==> config.mk <==
export PLATFORM = sky130hd
export DESIGN_NAME = mult_div_unit
export DESIGN_NICKNAME = d
export VERILOG_FILES = /design/src/rtl/mips_pkg.sv /design/src/rtl/restoring_div_step.sv /design/src/rtl/mult_div_unit.sv
export SDC_FILE = /design/constraint.sdc
export NUM_CORES = 1
export LEC_CHECK = 0
export ABC_AREA = 1
export CAP_MARGIN = 40
export CORE_ASPECT_RATIO = 0.6
export CORE_UTILIZATION = 31
export CTS_CLUSTER_DIAMETER = 50
export DETAILED_ROUTE_END_ITERATION = 10
export MAX_ROUTING_LAYER = met4
export SYNTH_ARGS = -nofsm -noshare
export SYNTH_HDL_FRONTEND = slang
export SYNTH_SLANG_ARGS = --single-unit
==> constraint.sdc <==
create_clock -name clock -period 2.8 [get_ports clock]
set_input_delay 0.28 -clock clock [delete_from_list [all_inputs] [get_ports clock]]
set_output_delay 0.28 -clock clock [all_outputs]
set_load 0.02 [all_outputs]
==> src/rtl/mips_pkg.sv <==
// Shared definitions for the multicycle MIPS datapath: MULT/DIV unit state
// encoding and operand sizing.
package mips_pkg;

  localparam int MD_WIDTH = 32;
  localparam int MD_CNT_W = $clog2(MD_WIDTH);

  typedef enum logic [1:0] {
    IDLE = 2'd0,
    MULT = 2'd1,
    DIV  = 2'd2,
    DONE = 2'd3
  } mult_div_state_t;

endpackage : mips_pkg

==> src/rtl/restoring_div_step.sv <==
// One restoring-division iteration on unsigned magnitudes: shift in the next
// dividend bit, trial-subtract the divisor, keep the difference when it fits.
module restoring_div_step
  import mips_pkg::*;
#(
  parameter int WIDTH = MD_WIDTH
) (
  input  logic [WIDTH-1:0] rem_in,
  input  logic [WIDTH-1:0] divisor,
  input  logic             dividend_bit,
  output logic [WIDTH-1:0] rem_out,
  output logic             q_bit
);

  logic [WIDTH:0] shifted;
  logic [WIDTH:0] diff;

  // rem_in < divisor always holds, so a clear top bit of diff means shifted >= divisor
  // and the kept difference fits back into WIDTH bits.
  assign shifted = {rem_in, dividend_bit};
  assign diff    = shifted - {1'b0, divisor};
  assign q_bit   = ~diff[WIDTH];
  assign rem_out = q_bit ? diff[WIDTH-1:0] : shifted[WIDTH-1:0];

endmodule : restoring_div_step

==> src/rtl/mult_div_unit.sv <==
// Sequential signed MULT/DIV unit: radix-2 Booth multiply and restoring divide,
// one iteration per clock, fixed latency, results held in hi/lo.
module mult_div_unit
  import mips_pkg::*;
#(
  parameter int WIDTH = MD_WIDTH
) (
  input  logic             clock,
  input  logic             reset,
  input  logic             mult_op,
  input  logic             div_op,
  input  logic [WIDTH-1:0] op_a,
  input  logic [WIDTH-1:0] op_b,
  output logic             busy,
  output logic             done,
  output logic [WIDTH-1:0] hi,
  output logic [WIDTH-1:0] lo,
  output logic             div_zero
);

  localparam int CNT_W = $clog2(WIDTH);

  mult_div_state_t  state_q, state_d;
  logic [CNT_W-1:0] cnt_q, cnt_d;
  logic             last_q, last_d;
  logic [WIDTH:0]   acc_q, acc_d;
  logic [WIDTH-1:0] q_q, q_d;
  logic             qm1_q, qm1_d;
  logic [WIDTH:0]   m_q, m_d;
  logic             sign_a_q, sign_a_d;
  logic             sign_b_q, sign_b_d;
  logic             bzero_q, bzero_d;
  logic [WIDTH-1:0] hi_q, hi_d;
  logic [WIDTH-1:0] lo_q, lo_d;
  logic             div_zero_q, div_zero_d;

  logic [WIDTH-1:0] abs_a;
  logic [WIDTH-1:0] abs_b;
  logic [WIDTH:0]   booth_sum;
  logic [WIDTH-1:0] div_rem;
  logic             div_qbit;
  logic [WIDTH-1:0] quot_fix;
  logic [WIDTH-1:0] rem_fix;

  assign abs_a = op_a[WIDTH-1] ? -op_a : op_a;
  assign abs_b = op_b[WIDTH-1] ? -op_b : op_b;

  // Booth recoding of {Q[0], q-1}: 01 adds the multiplicand, 10 subtracts it.
  always_comb begin
    booth_sum = acc_q;
    case ({q_q[0], qm1_q})
      2'b01:   booth_sum = acc_q + m_q;
      2'b10:   booth_sum = acc_q - m_q;
      default: booth_sum = acc_q;
    endcase
  end

  // Divide reuses acc as the partial remainder and Q as dividend/quotient shifter.
  restoring_div_step #(
    .WIDTH(WIDTH)
  ) u_div_step (
    .rem_in      (acc_q[WIDTH-1:0]),
    .divisor     (m_q[WIDTH-1:0]),
    .dividend_bit(q_q[WIDTH-1]),
    .rem_out     (div_rem),
    .q_bit       (div_qbit)
  );

  // Truncating division: quotient sign from the operand signs, remainder from the dividend.
  assign quot_fix = (sign_a_q ^ sign_b_q) ? -q_q : q_q;
  assign rem_fix  = sign_a_q ? -acc_q[WIDTH-1:0] : acc_q[WIDTH-1:0];

  always_comb begin
    state_d    = state_q;
    cnt_d      = cnt_q;
    last_d     = last_q;
    acc_d      = acc_q;
    q_d        = q_q;
    qm1_d      = qm1_q;
    m_d        = m_q;
    sign_a_d   = sign_a_q;
    sign_b_d   = sign_b_q;
    bzero_d    = bzero_q;
    hi_d       = hi_q;
    lo_d       = lo_q;
    div_zero_d = div_zero_q;

    case (state_q)
      IDLE: begin
        if (mult_op || div_op) begin
          cnt_d      = CNT_W'(WIDTH - 1);
          last_d     = 1'b0;
          div_zero_d = 1'b0;
          sign_a_d   = op_a[WIDTH-1];
          sign_b_d   = op_b[WIDTH-1];
          bzero_d    = (op_b == '0);
          acc_d      = '0;
          qm1_d      = 1'b0;
          if (mult_op) begin
            state_d = MULT;
            q_d     = op_b;
            m_d     = {op_a[WIDTH-1], op_a};
          end else begin
            state_d = DIV;
            q_d     = abs_a;
            m_d     = {1'b0, abs_b};
          end
        end
      end

      MULT, DIV: begin
        if (last_q) begin
          // All WIDTH iterations are in; this edge applies the fixup and writes hi/lo.
          state_d = DONE;
          if (state_q == MULT) begin
            hi_d = acc_q[WIDTH-1:0];
            lo_d = q_q;
          end else if (bzero_q) begin
            div_zero_d = 1'b1;
          end else begin
            hi_d = rem_fix;
            lo_d = quot_fix;
          end
        end else begin
          if (state_q == MULT) begin
            acc_d = {booth_sum[WIDTH], booth_sum[WIDTH:1]};
            q_d   = {booth_sum[0], q_q[WIDTH-1:1]};
            qm1_d = q_q[0];
          end else begin
            acc_d = {1'b0, div_rem};
            q_d   = {q_q[WIDTH-2:0], div_qbit};
          end
          if (cnt_q == '0) begin
            last_d = 1'b1;
          end else begin
            cnt_d = cnt_q - 1'b1;
          end
        end
      end

      DONE: begin
        state_d = IDLE;
      end

      default: begin
        state_d = IDLE;
      end
    endcase
  end

  always_ff @(posedge clock) begin
    if (reset) begin
      state_q    <= IDLE;
      cnt_q      <= '0;
      last_q     <= 1'b0;
      acc_q      <= '0;
      q_q        <= '0;
      qm1_q      <= 1'b0;
      m_q        <= '0;
      sign_a_q   <= 1'b0;
      sign_b_q   <= 1'b0;
      bzero_q    <= 1'b0;
      hi_q       <= '0;
      lo_q       <= '0;
      div_zero_q <= 1'b0;
    end else begin
      state_q    <= state_d;
      cnt_q      <= cnt_d;
      last_q     <= last_d;
      acc_q      <= acc_d;
      q_q        <= q_d;
      qm1_q      <= qm1_d;
      m_q        <= m_d;
      sign_a_q   <= sign_a_d;
      sign_b_q   <= sign_b_d;
      bzero_q    <= bzero_d;
      hi_q       <= hi_d;
      lo_q       <= lo_d;
      div_zero_q <= div_zero_d;
    end
  end

  assign busy     = (state_q == MULT) || (state_q == DIV);
  assign done     = (state_q == DONE);
  assign hi       = hi_q;
  assign lo       = lo_q;
  assign div_zero = div_zero_q;

endmodule : mult_div_unit

==> out/metrics.csv, run 1 <==
stage;metric;value;unit
run_status;status;finished with violations;
run_status;violations;negative setup slack;
routing;detail-route-antenna-nets;0;
routing;drt_wl_total;74.2;mm
routing;firstDrtPassIters;5;
worst_setup_path;critPathLaunch;m_q[1];
worst_setup_path;cp-start-kind;flip-flop;
sta;setup_violations;26;
worst_setup_path;criticalPathCategory;flip-flop to flip-flop;
global_routing;grt_antenna_before_repair;2;
sta;worst_slack;-0.668;ns
routing;vias_per_cell;5.17;
routing;vias;20600;
worst_setup_path;cp.required;3.21;ns
floorplanning;die-area;0.0552;sq mm
sta;layout_min_cycle_time;3.47;ns
cts;cts_hold_buf;0;
sta;maxSlewViolCount;0;
synth;synth_flop_cell;dfxtp_1;
sta;max_clock_freq;0.288;GHz
sta;hold_violations;0;
worst_setup_path;reg2reg_from;m_q[1];
cts;clk_path_buf_depth;2;
cts;clock_latency;0.47;ns
sta;worst_pin_slew;0.838;ns
sta;rsz0062_at_grt;yes;
finish;fillers;5663;
sta;fin_crit_sh;124;%
sta;relSlewSlack;44.1;%
global_routing;grt_pass1_vias;17800;
global_routing;grt_use_total;27.0;%
routing;drcViolationCount;0;
routing;wire_per_inst;18.6;microns
finish;final_cell_mix;nand2_1 (753), inv_1 (351), buf_4 (327);
cts;cts-root-buf;clkbuf_16;
cts;cts.sinks;175;
synth;synth_edf_count;0;
synth;async_flop_share;0;%
floorplanning;core;0.0530;sq mm
synth;syn_nets;3023;
worst_setup_path;reg2reg_slack;-0.67;ns
global_routing;grt_max_degree;85;
cts;h-tree-depth;4;
cts;clk_pin_slew;0.08;ns
cts;numCtsBuffers;17;
flow_run;cap_violations;0;
synth;synth_area_leaders;dfxtp_1 (21%), nand2_1 (18%), inv_1 (8.4%);
synth;synth_area_per_cell;5.84;sq um
finish;final_common_cell;nand2_1;
synth;ys_seq_area_share;20.8;%
worst_setup_path;cp-end-kind;flip-flop;
worst_setup_path;cp_max_fo;3;
sta;fin_hold_ws;0.174;ns
finish;final_nets;3412;
floorplanning;fp.dieH;182;microns
worst_setup_path;crit_end;acc_q[21];
worst_setup_path;crit_path_max_incr_delay;0.34;ns
floorplanning;num_rows;65;
synth;synth.largest_area_cell;dfxtp_1;
floorplanning;initial_utilization;31.7;%
synth;synthDistinctLibCells;57;
synth;netlist_area;0.0168;sq mm
synth;synth_top_area_share;20.8;%
worst_setup_path;worstRegToRegCells;25;
place;post-dp-hpwl;59.9;mm
global_routing;grt-ovfl-total;0;
global_routing;grt_pass1_wl;110;mm
cts;cts_tree;done;
finish;seq_area;0.00351;sq mm
synth;netlist_instances;2878;
place;place.port_buffers;134;
worst_hold_path;hold_class;primary input to flip-flop;
synth;ys_seq_elements;175;
finish;multi_input_area;0.0126;sq mm
synth;yosysWarnings;0;
floorplanning;die_w;303;microns
finish;drive_gt1_share;21.5;%
floorplanning;io_pins;135;
worst_setup_path;arrival;3.87;ns
place;place.gp.congestion;1.02;
routing;drt_iter0_drc;2473;
worst_setup_path;r2r_end;acc_q[21];
worst_setup_path;critPathSlowestCell;dfxtp_2;
sta;finClkSkew;0.0156;ns
finish;syn_to_final_growth;37.9;%
kinds of logic (layout without fill, tap and decap cells):
group | after synthesis | after routing | share of synthesized area (%)
and+or+nand+nor | 1412 | 1412 | 35.1
xor gates and xnor gates | 98 | 98 | 5.11
AOI/OAI and AO/OA | 608 | 608 | 21.2
buffers and inverters | 508 | 910 | 12.0
DFF | 175 | 175 | 20.8
other | 0 | 2 | 0
adders and majority gates | 77 | 77 | 5.82
final cells by class:
cell class	count	area share [%]
tap	703	3.79
sequential	175	15.1
timing repair buffer	484	17.8
clock inverter	14	0.615
inverter	394	6.43
clock buffer	18	1.89
antenna	2	0.0216
multi-input combinational	2195	54.3
how the worst min path moves through the flow:
stage	from	to	slack, ns	cells after the start
2_1_floorplan	op_a[0]	m_q[0]	0.43	2
3_3_place_gp	m_q[28]	m_q[28]	0.46	2
3_5_place_dp	m_q[28]	m_q[28]	0.46	2
4_1_cts	reset	m_q[15]	0.15	2
5_1_grt	reset	m_q[28]	0.18	2
6_report	reset	m_q[17]	0.17	2
worst max-delay path: cells and delay by family (launching register included):
family                   cells  cell delay (ns)
AO/OA/AOI/OAI                3             0.39
XOR/XNOR                     1             0.24
adder cells (fa/ha/maj)      2             0.45
buffers and inverters        7             0.73
flip-flops                   1             0.34
AND/OR/NAND/NOR             12             1.21
synthesized netlist by cell type (12+ instances only):
library cell and n:
nand2_1 813, inv_1 376, nor2_1 297, a21oi_1 258, dfxtp_1 175, o21ai_0 174, nand3_1 164, xor2_1 82
clkbuf_1 78, ha_1 75, o211ai_1 38, nor3_1 34, o221ai_1 34, a221oi_1 31, nand4_1 31, a31oi_1 19
or2_2 19, a21oi_2 16, xnor2_1 16, nand3b_1 14, buf_2 13, inv_2 13, buf_1 12
per-layer routing:
| layer | global-route usage, % | wire (microns) | vias up |
|---|---|---|---|
| li1 | - | - | 10200 |
| met1 | 43.9 | 38100 | 9400 |
| met2 | 31.4 | 26000 | 965 |
| met3 | 7.92 | 9720 | 31 |
| met4 | 3.18 | 349 | 0 |
| met5 | - | 0 | - |
what timing repair did:
action	4_1_cts	5_1_grt
buffers inserted	16	8
gates cloned	0	0
setup endpoints to repair	31	37
gates resized for setup	176	139
pin swaps	74	69
flip-flops by register name, indices dropped and copies added (netlist names):
name,flops
acc_q,33
bzero_q,1
cnt_q,5
div_zero,1
hi,32
last_q,1
lo,32
m_q,33
q_q,32
qm1_q,1
sign_a_q,1
sign_b_q,1
state_q,2
through the flow:
step / cells / cell area (sq um) / setup slack, ns / TNS (ns) / util (%)
floorplan: 2878 / 16900 / -0.0572 / -0.156 / -
global placement: 3927 / 21100 / -0.751 / -14.17 / 39.9
detailed placement: 3927 / 21100 / -0.763 / -14.82 / 39.9
CTS: 3975 / 22500 / -0.537 / -9.99 / 42.5
global route: 3984 / 23200 / -0.871 / -18.18 / 43.7
finish: 3985 / 23200 / -0.668 / -13.25 / 43.7
Power of run 1 is not shown: default switching activity piles up to over one toggle a cycle in this logic, so the estimate is an artifact.
==> run 2, diff against run 1 <==
==> constraint.sdc (replaced) <==
create_clock -name clock -period 3.5 [get_ports clock]
set_input_delay 0.35 -clock clock [delete_from_list [all_inputs] [get_ports clock]]
set_output_delay 0.35 -clock clock [all_outputs]
set_load 0.02 [all_outputs]
==> out/metrics.csv, run 2 (synthesized netlist as in run 1, its figures left out) <==
stage;metric;value;unit;change
worst_setup_path;reg2reg_from;m_q[1];;
worst_hold_path;hold_class;primary input to flip-flop;;
finish;final_common_cell;nand2_1;;
flow_run;cap_violations;0;;unchanged
sta;fin_crit_sh;99.3;%;-25 points
worst_setup_path;worstRegToRegCells;22;;-12%
sta;rsz0062_at_grt;yes;;
global_routing;grt_antenna_before_repair;4;;+2
global_routing;busiest_layer;met1;;
worst_setup_path;crit_path_max_incr_delay;0.37;ns;+0.03 ns
routing;drt_wl_total;70.9;mm;-4.5%
cts;numCtsBuffers;17;;unchanged
worst_setup_path;cp_max_fo;4;;+1
finish;final_nets;3235;;-5.2%
global_routing;grt_util_met1;40.3;%;-3.6 points
worst_setup_path;crit_top_cell;a21oi_2;;
global_routing;met2_usage;29.0;%;-2.3 points
cts;h-tree-depth;4;;unchanged
sta;layout_min_cycle_time;3.47;ns;+0.00734 ns
sta;worst_pin_slew;0.961;ns;+0.124 ns
sta;relSlewSlack;35.8;%;-8.2 points
sta;setup_violations;0;;-100%
sta;finClkSkew;0.0264;ns;+0.0108 ns
cts;clk_pin_slew;0.09;ns;about the same
finish;drive_gt1_share;12.9;%;-8.6 points
cts;clock_latency;0.47;ns;about the same
finish;final_cell_mix;nand2_1 (783), inv_1 (368), nor2_1 (276);;
worst_setup_path;r2r_end;acc_q[28];;
cts;cts-root-buf;clkbuf_16;;
worst_setup_path;critPathSlowestCell;ha_1;;
worst_hold_path;hold_path_depth;4;;+2
routing;vias;19800;;-4.1%
worst_hold_path;hold_end;state_q[1];;
cts;cts_hold_buf;0;;unchanged
global_routing;grt-ovfl-total;0;;unchanged
routing;firstDrtPassIters;6;;+1
floorplanning;die-area;0.0552;sq mm;unchanged
global_routing;grt_pass1_vias;16700;;-6.0%
worst_setup_path;path_cells;inv_4 -> ha_4 -> nand3_4 -> nor2_4 -> nand4_1 -> nor2_2 -> a21oi_2 -> a21oi_1 -> buf_4 -> o21ai_2 -> xor2_1 -> ha_1 -> a21o_1 -> a21oi_2 -> nand2_1 -> a21oi_2 -> buf_4 -> nand3_2 -> nand3_2 -> nand2_2 -> nand3_2 -> a21oi_2;;
floorplanning;initial_utilization;31.7;%;unchanged
worst_setup_path;criticalPathCategory;flip-flop to flip-flop;;
sta;max_clock_freq;0.288;GHz;-0.21%
cts;clk_path_buf_depth;2;;unchanged
floorplanning;die_w;303;microns;unchanged
worst_setup_path;reg2reg_slack;0.03;ns;+0.69 ns
finish;fin_cells;3809;;-4.4%
finish;syn_to_final_growth;24.9;%;
place;dpl.cell_count;3762;;-4.2%
routing;detail-route-antenna-nets;0;;unchanged
global_routing;met3_usage;10.9;%;+2.9 points
floorplanning;fp.dieH;182;microns;unchanged
cts;cts.sinks;175;;unchanged
global_routing;grt_pass1_wl;105;mm;-4.5%
worst_setup_path;cp-start-kind;flip-flop;;
place;post-dp-hpwl;57.1;mm;-4.7%
sta;maxSlewViolCount;0;;unchanged
global_routing;grt_use_total;25.8;%;-1.3 points
worst_setup_path;cp-end-kind;flip-flop;;
routing;drt_iter0_drc;2544;;+2.9%
worst_hold_path;hp-start;mult_op;;
global_routing;grt_max_degree;120;;+41%
cts;cts_tree;done;;
floorplanning;num_rows;65;;unchanged
worst_setup_path;cp.required;3.83;ns;+0.62 ns
sta;hold_violations;0;;unchanged
finish;fin_util;39.6;%;-4.1 points
worst_setup_path;arrival;3.81;ns;-0.06 ns
routing;drcViolationCount;0;;unchanged
routing;wire_per_inst;18.6;microns;-0.11%
finish;reg_top3;acc_q: 33 flops, m_q: 33 flops;;
place;place.gp.congestion;1.02;;+0.69%
place;place.port_buffers;134;;unchanged
floorplanning;io_pins;135;;unchanged
routing;vias_per_cell;5.19;;+0.35%
floorplanning;core;0.0530;sq mm;unchanged
run_status;status;finished, final reports clean;;
## run 2: changes by cell type in the layout (fill, tap and decap cells not counted), moves of 12 or more
cell     delta
nand2_1    +30
inv_2      -17
a21oi_1    +22
nand2_4    -14
buf_4     -160
buf_6      -12
a21oi_4    -13
nand2_2    -15
inv_1      +17
nor2_1     +17
## run 2: area by class of cell
cell class | instances | area (sq um)
Tap cell | 703 | 880
Inverter | 394 | 1490
Sequential cell | 175 | 3510
Antenna cell | 3 | 7.51
Clock inverter | 13 | 164
Fill cell | 5819 | 32000
Clock buffer | 19 | 453
Timing Repair Buffer | 307 | 2710
Multi-Input combinational cell | 2195 | 11800
## run 2: worst max-delay path by stage
stage                       from         to  slack [ns]  depth (start not counted)
after detailed placement  m_q[1]  acc_q[28]       -0.21                         21
after CTS                 m_q[1]  acc_q[28]       -0.01                         22
after global placement    m_q[1]  acc_q[28]       -0.16                         21
after global routing      m_q[1]  acc_q[24]       -0.18                         24
final                     m_q[1]  acc_q[28]        0.03                         22
after floorplan           q_q[0]  acc_q[31]        0.40                         24
## run 2: per-layer routing
metal | vias up | routed length [microns] | share of wire [%]
li1 | 9885 | - | -
met1 | 8948 | 36700 | 52
met2 | 888 | 24300 | 34
met3 | 35 | 9400 | 13
met4 | 0 | 488 | 0.69
met5 | - | 0 | 0
## run 2: per-stage QoR
stage / hold slack [ns] / cell area [sq um] / setup slack, ns / setup TNS (ns)
3_3_place_gp: 0.457 / 19800 / -0.164 / -0.971
5_1_grt: 0.377 / 21000 / -0.176 / -1.27
4_1_cts: 0.346 / 20500 / -0.0105 / -0.0105
2_1_floorplan: 0.433 / 16800 / 0.401 / 0
3_5_place_dp: 0.463 / 19800 / -0.210 / -1.08
6_report: 0.375 / 21000 / 0.0250 / 0
## run 2: critical path, delay by kind of cell, from the launching register on
kind	cells	cell delay, ns
xor+xnor	1	0.17
fa+ha+maj	2	0.51
buf+inv	3	0.37
compound gates	7	0.87
simple gates	9	1.07
flops	1	0.34
## run 2: timing repair
action,4_1_cts,5_1_grt
pin swaps,3,47
gates resized for setup,18,129
buffers inserted,0,12
setup endpoints to repair,16,24
Power of run 2 is left out for the same reason.
==> run 3, diff against run 2 <==
==> constraint.sdc (replaced) <==
create_clock -name clock -period 3.65 [get_ports clock]
set_input_delay 0.365 -clock clock [delete_from_list [all_inputs] [get_ports clock]]
set_output_delay 0.365 -clock clock [all_outputs]
set_load 0.02 [all_outputs]
==> out/metrics.csv, run 3 (synthesized netlist as in run 1, its figures left out) <==
stage;metric;value;unit;change
cts;cts_tree;done;;
worst_setup_path;path_cells;inv_1 -> ha_4 -> inv_1 -> buf_4 -> nand2_1 -> o21ai_0 -> xor2_1 -> inv_1 -> ha_1 -> nand2_1 -> inv_1 -> a21oi_1 -> nor2_1 -> nor2_1 -> nand2_2 -> buf_4 -> xor2_1 -> nand2_1 -> a21oi_1 -> nand2_1 -> a21oi_2;;
finish;fin_cells;3749;;-1.6%
global_routing;grt_pass1_wl;106;mm;+0.59%
place;dpl.cell_count;3709;;-1.4%
sta;maxSlewViolCount;0;;unchanged
worst_hold_path;hold_class;primary input to flip-flop;;
place;placement.cell_area;0.0194;sq mm;-2.0%
worst_setup_path;criticalPathCategory;flip-flop to flip-flop;;
routing;wire_per_inst;18.8;microns;+1.1%
worst_setup_path;cp.required;4.04;ns;+0.21 ns
sta;max_clock_freq;0.286;GHz;-0.47%
floorplanning;initial_utilization;31.7;%;unchanged
cts;clock_latency;0.47;ns;about the same
global_routing;grt-ovfl-total;0;;unchanged
worst_setup_path;arrival;3.88;ns;+0.07 ns
routing;firstDrtPassIters;6;;unchanged
run_status;status;finished, final reports clean;;
finish;design_area;0.0204;sq mm;-3.0%
sta;worst_slack;0.159;ns;+0.134 ns
cts;h-tree-depth;4;;unchanged
floorplanning;fp.dieH;182;microns;unchanged
routing;vias;19700;;-0.035%
routing;drt_iter0_drc;2436;;-4.2%
worst_setup_path;cp_max_fo;7;;+3
worst_setup_path;cp-start-kind;flip-flop;;
place;place_ws;-0.0744;ns;+0.135 ns
cts;clk_path_buf_depth;2;;unchanged
routing;vias_per_cell;5.27;;+1.6%
floorplanning;io_pins;135;;unchanged
sta;finClkSkew;0.0237;ns;-0.00268 ns
sta;hold_violations;0;;unchanged
floorplanning;num_rows;65;;unchanged
routing;drt_wl_total;70.5;mm;-0.45%
finish;final_common_cell;nand2_1;;
worst_hold_path;hold_end;acc_q[31];;
sta;layout_min_cycle_time;3.49;ns;+0.0165 ns
sta;relSlewSlack;38.8;%;+3.0 points
finish;final_nets;3176;;-1.8%
routing;drcViolationCount;0;;unchanged
worst_hold_path;hold_path_depth;4;;unchanged
global_routing;grt_use_total;25.8;%;+0.026 points
flow_run;cap_violations;0;;unchanged
cts;numCtsBuffers;17;;unchanged
finish;drive_gt1_share;9.76;%;-3.1 points
worst_setup_path;worstRegToRegCells;21;;-4.5%
worst_setup_path;r2r_end;acc_q[15];;
place;place.gp.congestion;1.08;;+5.1%
cts;clk_pin_slew;0.08;ns;about the same
worst_setup_path;critPathSlowestCell;ha_1;;
global_routing;grt_antenna_before_repair;3;;-1
worst_setup_path;cp-end-kind;flip-flop;;
worst_hold_path;hp-start;reset;;
sta;worst_pin_slew;0.908;ns;-0.0531 ns
worst_setup_path;reg2reg_from;qm1_q;;
sta;setup_violations;0;;unchanged
sta;rsz0062_at_grt;no;;
finish;syn_to_final_growth;21.2;%;
floorplanning;die_w;303;microns;unchanged
cts;cts-root-buf;clkbuf_16;;
routing;detail-route-antenna-nets;0;;unchanged
worst_setup_path;reg2reg_slack;0.16;ns;+0.13 ns
global_routing;grt_max_degree;122;;+1.7%
finish;final_cell_mix;nand2_1 (800), inv_1 (372), nor2_1 (282);;
floorplanning;die-area;0.0552;sq mm;unchanged
worst_setup_path;crit_path_max_incr_delay;0.34;ns;-0.03 ns
place;post-dp-hpwl;56.6;mm;-0.96%
cts;cts.sinks;175;;unchanged
sta;fin_crit_sh;95.7;%;-3.6 points
place;place.port_buffers;134;;unchanged
floorplanning;core;0.0530;sq mm;unchanged
finish;fillers;5816;;-0.052%
global_routing;grt_pass1_vias;17100;;+2.3%
sta;fin_hold_ws;0.211;ns;-0.164 ns
finish;reg_top3;acc_q: 33 flops, m_q: 33 flops;;
-- run 3: cell count changes in the layout (fill, tap and decap cells not counted), sizes merged --
cell / before / now
buf: 175 / 116
clkbuf: 19 / 17
clkinvlp: 0 / 2
bufinv: 1 / 2
clkinv: 9 / 8
diode: 3 / 2
-- run 3: cell type report --
class	count	area, sq um	share of cell area [%]
diodes	2	5.00	0.0246
well taps	703	880	4.32
flip-flops and latches	175	3500	17.2
clock buffers	17	425	2.09
clock inverters	15	214	1.05
multi-input cells	2195	11600	57.0
repair buffers	248	2250	11.0
inverters	394	1490	7.30
-- run 3: how the worst max path moves through the flow --
stage	to	from	depth (start not counted)	slack (ns)
after floorplan	acc_q[31]	q_q[0]	24	0.55
after global placement	acc_q[31]	m_q[1]	24	-0.002
after detailed placement	acc_q[30]	m_q[1]	22	-0.07
after CTS	acc_q[27]	m_q[1]	22	0.008
after global routing	acc_q[19]	qm1_q	22	0.003
final	acc_q[15]	qm1_q	21	0.16
-- run 3: timing repair --
item / 4_1_cts / 5_1_grt
cloned: 0 / 0
endpoints found under the setup margin: 6 / 21
buffers inserted: 0 / 6
pin swaps: 2 / 20
resized for setup: 3 / 82
hold buffers: 0 / 0
-- run 3: per-stage QoR --
step                      util [%]  setup TNS [ns]
after CTS                     37.8               0
final                         38.4               0
after global placement        36.5        -0.00231
after detailed placement      36.6          -0.182
after global routing          38.4               0
after floorplan                  -               0
-- run 3: routing by layer --
layer / part of all wire, % / global-route usage [%] / routed length (microns) / vias up
met1: 49 / 39.6 / 34700 / 8962
met3: 16 / 11.5 / 11100 / 43
li1: - / - / - / 9732
met5: 0 / - / 0 / -
met2: 34 / 29.6 / 24300 / 1012
met4: 0.69 / 3.36 / 486 / 0
-- run 3: worst max-delay path, delay by kind of cell, from the launching register on --
kind            cells  cell delay [ns]
flops               1             0.30
buf+inv             6             0.67
simple gates        7             0.70
xor+xnor            2             0.45
fa+ha+maj           2             0.55
compound gates      4             0.72
Power of run 3 is left out for the same reason.
